[src/rtl/bias_col_sched.sv]
// Column scheduler that time-shares one external bias-add stage across COLS
// accumulator columns and returns the assembled biased vector downstream.
module bias_col_sched #(
    parameter int COLS  = 5,
    parameter int B_BW  = 8,
    parameter int AC_BW = 24,
    parameter int AB_BW = 25,
    localparam int CW   = (COLS > 1) ? $clog2(COLS) : 1
) (
    input  logic                  clk,
    input  logic                  rst,
    input  logic                  cfg_we,
    input  logic [CW-1:0]         cfg_addr,
    input  logic [B_BW-1:0]       cfg_bias,
    input  logic                  s_valid,
    output logic                  s_ready,
    input  logic [COLS*AC_BW-1:0] s_acc,
    output logic                  bias_en,
    output logic [AC_BW-1:0]      bias_acc_kernel,
    output logic [B_BW-1:0]       bias_bias,
    input  logic [AB_BW-1:0]      bias_acc_bias,
    output logic                  m_valid,
    input  logic                  m_ready,
    output logic [COLS*AB_BW-1:0] m_acc_bias,
    output logic                  busy
);

    // state | meaning
    // IDLE  | waiting for an input vector, s_ready high
    // ISSUE | one column per cycle sent to the bias stage
    // DRAIN | capture the last column's registered result
    // OUT   | biased vector presented, held until m_ready
    typedef enum logic [1:0] {IDLE, ISSUE, DRAIN, OUT} state_t;

    localparam logic [CW-1:0] LAST_COL = CW'(COLS - 1);

    state_t           state;
    logic [CW-1:0]    col;
    logic [CW-1:0]    dly_col;
    logic             dly_valid;
    logic [AC_BW-1:0] in_buf  [COLS];
    logic [AB_BW-1:0] out_buf [COLS];
    logic [B_BW-1:0]  bias_rf [COLS];

    // Writes land at the clock edge, so an issue in the same cycle still sees the old bias.
    always_ff @(posedge clk or posedge rst) begin
        if (rst) begin
            for (int i = 0; i < COLS; i++) bias_rf[i] <= '0;
        end else if (cfg_we && (cfg_addr <= LAST_COL)) begin
            bias_rf[cfg_addr] <= cfg_bias;
        end
    end

    always_ff @(posedge clk or posedge rst) begin
        if (rst) begin
            state     <= IDLE;
            col       <= '0;
            dly_valid <= 1'b0;
            dly_col   <= '0;
            for (int i = 0; i < COLS; i++) begin
                in_buf[i]  <= '0;
                out_buf[i] <= '0;
            end
        end else begin
            // The bias stage answers one cycle after the issue, so track the issue one cycle late.
            dly_valid <= (state == ISSUE);
            dly_col   <= col;
            if (dly_valid) out_buf[dly_col] <= bias_acc_bias;

            case (state)
                IDLE: begin
                    if (s_valid) begin
                        for (int i = 0; i < COLS; i++) in_buf[i] <= s_acc[i*AC_BW +: AC_BW];
                        col   <= '0;
                        state <= ISSUE;
                    end
                end
                ISSUE: begin
                    if (col == LAST_COL) begin
                        col   <= '0;
                        state <= DRAIN;
                    end else begin
                        col <= col + 1'b1;
                    end
                end
                DRAIN: state <= OUT;
                OUT: begin
                    if (m_ready) state <= IDLE;
                end
                default: state <= IDLE;
            endcase
        end
    end

    assign s_ready         = (state == IDLE);
    assign busy            = (state != IDLE);
    assign m_valid         = (state == OUT);
    assign bias_en         = (state == ISSUE);
    assign bias_acc_kernel = bias_en ? in_buf[col]  : '0;
    assign bias_bias       = bias_en ? bias_rf[col] : '0;

    always_comb begin
        m_acc_bias = '0;
        for (int i = 0; i < COLS; i++) m_acc_bias[i*AB_BW +: AB_BW] = out_buf[i];
    end

endmodule
[config.mk]
export PLATFORM = sky130hd
export DESIGN_NAME = bias_col_sched
export DESIGN_NICKNAME = d
export VERILOG_FILES = /design/src/rtl/bias_col_sched.sv
export SDC_FILE = /design/constraint.sdc
export NUM_CORES = 1
export LEC_CHECK = 0
export BUFFER_PORTS_ARGS = -buffer_cell sky130_fd_sc_hd__buf_4
export CAP_MARGIN = 10
export CORE_MARGIN = 5
export CORE_UTILIZATION = 48
export CTS_CLUSTER_SIZE = 25
export DETAILED_ROUTE_END_ITERATION = 6
export GPL_TIMING_DRIVEN = 1
export PLACE_DENSITY = 0.72
export RECOVER_POWER = 100
export SLEW_MARGIN = 20
export SYNTH_ARGS = -nofsm -noshare
export SYNTH_HDL_FRONTEND = slang
export SYNTH_SLANG_ARGS = --single-unit
[constraint.sdc]
create_clock -name clk -period 28.9 [get_ports clk]
set_input_delay 5.78 -clock clk [delete_from_list [all_inputs] [get_ports clk]]
set_output_delay 5.78 -clock clk [all_outputs]
set_load 0.02 [all_outputs]
# [Word level (Yosys, flattened, before mapping)]
# Index checks and enable logic that the tools add are counted.
[totals] ff_bits=294 latchBits=0 ram_bits=0 mem_bits_ro=0 input_bits=161 output_inout_bits=161 wordCells=66 n_memories=0
[op_classes] addsub=1 n_mul=0 div_mod_pow=0 magnitude_cmp=6 eq_ne=7 shifts=0 muxes=21 n_bitwise=3 n_reduce_logical=9
[op_table] op="$bwmux W125" count=1
[op_table] op="$demux W25 S3" count=1
[op_table] op="$bmux W24 S3" count=1
[op_table] op="$mux W24" count=3
[op_table] op="$bwmux W40" count=1
[op_table] op="$mux W8" count=4
[op_table] op="$mux W25" count=1
[op_table] op="$bmux W8 S3" count=1
[op_table] op="$demux W8 S3" count=1
[op_table] op="$ge A4 B4 Y1 const B" count=3
[op_table] op="$not A3 Y4" count=3
[op_table] op="$lt A4 B1 Y1 const B" count=2
[op_table] op="$pmux W2 S4" count=1
[op_table] op="$mux W2" count=3
[op_table] op="$mux W3" count=2
[op_table] op="$pmux W3 S2" count=1
[op_table] op="$eq A2 B2 Y1 const B" count=2
[op_table] op="$ne A2 B1 Y1 const B" count=2
[op_table] op="$reduce_and A2 Y1" count=2
[op_table] op="$reduce_bool A2 Y1" count=2
[op_table] op="$add A3 B1 Y3 const B" count=1
[op_table] op="$eq A3 B3 Y1 const B" count=1
[op_table] op="$le A3 B3 Y1 const B" count=1
[op_table] op="$logic_and A1 B1 Y1" count=3
[op_table] op="4 further kinds" count=4

# [Logic depth before layout (Yosys ltp)]
[logic_depth] word_depth=6 mapped_depth=8 depth_no_buf=5

# [Worst setup path after synthesis]
# Ideal clock, no wire load.
[synth_timing] path_type="register -> output" startpoint="reg state[1]" endpoint="out bias_acc_kernel[10]" arrival_time_ns=1.956 t_required_ns=23.120 path_slack_ns=21.164 path_stages_with_launch=8 path_buffers=2 cell_sequence="dfrtp_1 > inv_1 > ha_1 > buf_2 > nor3b_1 > clkbuf_1 > a22oi_1 > o21ai_0"
[synth_between] elab_chain_cells=2
[synth_rtl] element="start: declaration" line="37" source="state_t state;"
[synth_rtl] element="start signal: assignment" line="56" source="state <= IDLE;"
[synth_rtl] element="start signal: assignment" line="75" source="state <= ISSUE;"
[synth_rtl] element="start signal: assignment" line="81" source="state <= DRAIN;"
[synth_rtl] element="$eq A2 B1 Y1" line="98" source="assign bias_en = (state == ISSUE);"
[synth_rtl] element="net bias_en" line="18" source="output logic bias_en,"
[synth_rtl] element="$mux W24" line="99" source="assign bias_acc_kernel = bias_en ? in_buf[col] : '0;"
[synth_rtl] element="end: declaration" line="19" source="output logic [AC_BW-1:0] bias_acc_kernel,"
# The timed path passes the listed nets, and every way through them passes these cells.

==> results.toml <==
[finish]
fin_area_mm2 = 0.01527
fin_util_pct = 60.64
drive_gt1_share_pct = 44.91
layout.cells.non_filler = 1470
n_fill_cell = 2107
diodes = 0
areaGrowthSynthToFinish_pct = 24.28
nNetsFinal = 1285

[floorplan]
die_h_um = 170.0
start_util_pct = 48.79
die-area_mm2 = 0.02890
io_pins = 322
die_w_um = 170.0
coreArea_mm2 = 0.02518
row_count = 58

[grt]
globalRouteOverflowTotal = 0
antenna_found_initial = 2
grt_use_total_pct = 20.65
grt_max_degree = 154
grt_pass1_wl_um = 47670
grt_pass1_vias = 8368

[run_status]
violations = "max-capacitance violations, max-slew violations"
outcome = "finished, violations left"

[timing]
slew_viol_final = 524
setup_viol = 0
fin_hold_ws_ns = 0.4968
finalWorstSetupSlack_ns = 15.69
fin_skew_ns = 0.008783
fin_tns_setup_ns = 0
relSlewSlack_pct = -342.1
period_share_pct = 45.72
rsz0062_at_grt = "false"
tightest_slew_ns = 6.595
fmax_mhz = 75.69
final.min_clock_period_ns = 13.21
finalHoldViolCount = 0

[synthesis]
syn_inst = 798
syn_avg_cell_area_um2 = 15.40
netlist_area_mm2 = 0.01229
ys.warnings.count = 0
ys_seq_area_share_pct = 59.88
synth-seq-cells = 294
syn_nets = 965
synth_cell_types = 33

[setup_path]
crit_type = "input port to asynchronous set/reset pin"
crit_fanout = 153
required_ns = 28.56
r2r-start = "state[0]"
critPathTopFamily = "buffers and inverters"
max_stage_delay_ns = 3.66
cp_cell_sequence = "clkbuf_4, clkinvlp_2, clkbuf_1"
arrival_ns = 12.87
crit_path_start_kind = "input port"
worst-path-buf-inv = 3
startpoint = "rst"
cp-end-kind = "asynchronous set/reset pin"
cp_slowest_cell = "clkinvlp_2"

[clocking]
clockBufferDepth = 3
clkTransAtPathRegs_ns = 0.06
hold_buffers = 0
cts_tree = "yes"
post-cts-setup-buffers = 0
htree_levels = 1
clkLatencyLatePin_ns = 0.54
cts_root_buffer = "clkbuf_16"
clock-sinks = 294
ctsResizeCount = 0
cts_buffers = 30

[detailed_routing]
drtIter0Drc = 413
wl_per_cell_um = 21.00
num_vias = 7794
dr.pass1.iters = 4
postRouteAntennaNets = 0
wl_um = 30880
viasPerCell = 5.302
drc = 0

[power_and_ir_drop]
powerDensity_mw_per_mm2 = 119.5
leakage_nw = 6.547
peakVddDrop_mv = 0.07624
power_mw = 1.825

[placement]
place_ws_ns = 20.81
place_inst = 1416
io_buffers = 321
dpl.hpwl_um = 21220
placed_cell_area_mm2 = 0.01500
place_congestion = 0.7767

[worst_hold_path]
hold_class = "register to register"
hold_start = "m_acc_bias[65]"

[run]
maxCapViolations = 9
[synth_stat cells, drive strengths merged]
cell type	number	area share, %
a2bb2oi	1	0.071
nand2	4	0.12
buf	32	1.5
o21ai	32	1.3
dfrtp	294	60
a22o	2	0.14
a221oi	1	0.071
ha	6	0.61
nand4b	2	0.19
nor2	3	0.092
nand2b	3	0.17
inv	7	0.21
nand3b	1	0.061
clkbuf	12	0.37
nor2b	2	0.10
nor4bb	1	0.081
mux2	318	29
a221o	1	0.081
a32o	2	0.16
nor3	4	0.43
a22oi	31	1.9
nor3b	5	0.57
mux2i	32	2.6
a21oi	2	0.081
[sequential cells by signal, summed over array words and instances (netlist names)]
register / flops
in_buf: 120
m_acc_bias: 125
state: 2
col: 3
dly_valid: 1
dly_col: 3
bias_rf: 40
[cells in the final DEF (no fill, tap or decap)]
| cell | instances |
|---|---|
| nand4b_1 | 1 |
| mux2_2 | 314 |
| nor2b_1 | 2 |
| nor3_1 | 2 |
| clkbuf_1 | 197 |
| nor3b_1 | 2 |
| a22o_1 | 2 |
| buf_4 | 141 |
| nor2_1 | 3 |
| clkbuf_8 | 2 |
| nand2b_1 | 2 |
| inv_1 | 6 |
| clkbuf_16 | 31 |
| nor3_4 | 2 |
| nand2b_2 | 1 |
| mux2_1 | 4 |
| bufinv_16 | 5 |
| clkbuf_4 | 1 |
| a221o_1 | 1 |
| clkinv_2 | 9 |
| o21ai_0 | 32 |
| a2bb2oi_1 | 1 |
| nand3b_1 | 1 |
| dfrtp_1 | 294 |
| ha_1 | 6 |
| a21oi_1 | 2 |
| nand4b_2 | 1 |
| nor3b_4 | 2 |
| mux2i_1 | 32 |
| nand2_1 | 4 |
| clkinvlp_2 | 1 |
| nor3b_2 | 1 |
| a32o_1 | 2 |
| nor4bb_4 | 1 |
| a221oi_1 | 1 |
| a22oi_1 | 31 |
[layer usage]
metal	wire [um]	share of wire (%)	up-vias	GRT usage [%]
met4	650	2.1	4	4.757
met3	2765	9.0	48	7.201
met5	23	0.074	-	0
met1	13390	43	3927	27.36
li1	-	-	3538	-
met2	14040	45	277	33.16
[report_power, final]
part,switching [mW],internal [mW]
combinational,0.382,0.324
sequential,0.110,0.608
clock,0.156,0.245
total,0.648,1.18
[path summary, 6_finish.rpt]
| kind | to | slack, ns | depth (start not counted) |
|---|---|---|---|
| max | in_buf[72] | 15.69 | 3 |
| min | m_acc_bias[65] | 0.50 | 1 |
| max reg2reg | in_buf[28] | 22.89 | 5 |
| min reg2reg | m_acc_bias[65] | 0.50 | 1 |
| max in group clk | bias_acc_kernel[11] | 17.30 | 6 |
| min in group asynchronous | in_buf[107] | 7.33 | 2 |
[cell families (layout without fill, tap and decap cells)]
| kind of cell | count (synthesis) | after routing | synth area share [%] |
|---|---|---|---|
| and+or+nand+nor | 25 | 25 | 1.823 |
| buffers and inverters | 51 | 393 | 2.128 |
| muxes | 350 | 350 | 31.75 |
| adders and majority gates | 6 | 6 | 0.6110 |
| DFF | 294 | 294 | 59.88 |
| AOI/OAI and AO/OA | 72 | 72 | 3.809 |
[layout make-up]
type                       instances  area (um^2)  share of cell area, %
sequential                       294         7357                  48.18
multi-input combinational        453         4668                  30.57
timing repair buffer             332         1779                  11.65
clock buffer                      40        829.5                  5.433
tap                              330        412.9                  2.704
clock inverter                    14        195.2                  1.278
inverter                           7        27.53                 0.1803
No activity file was read; power rests on OpenSTA's default activity.
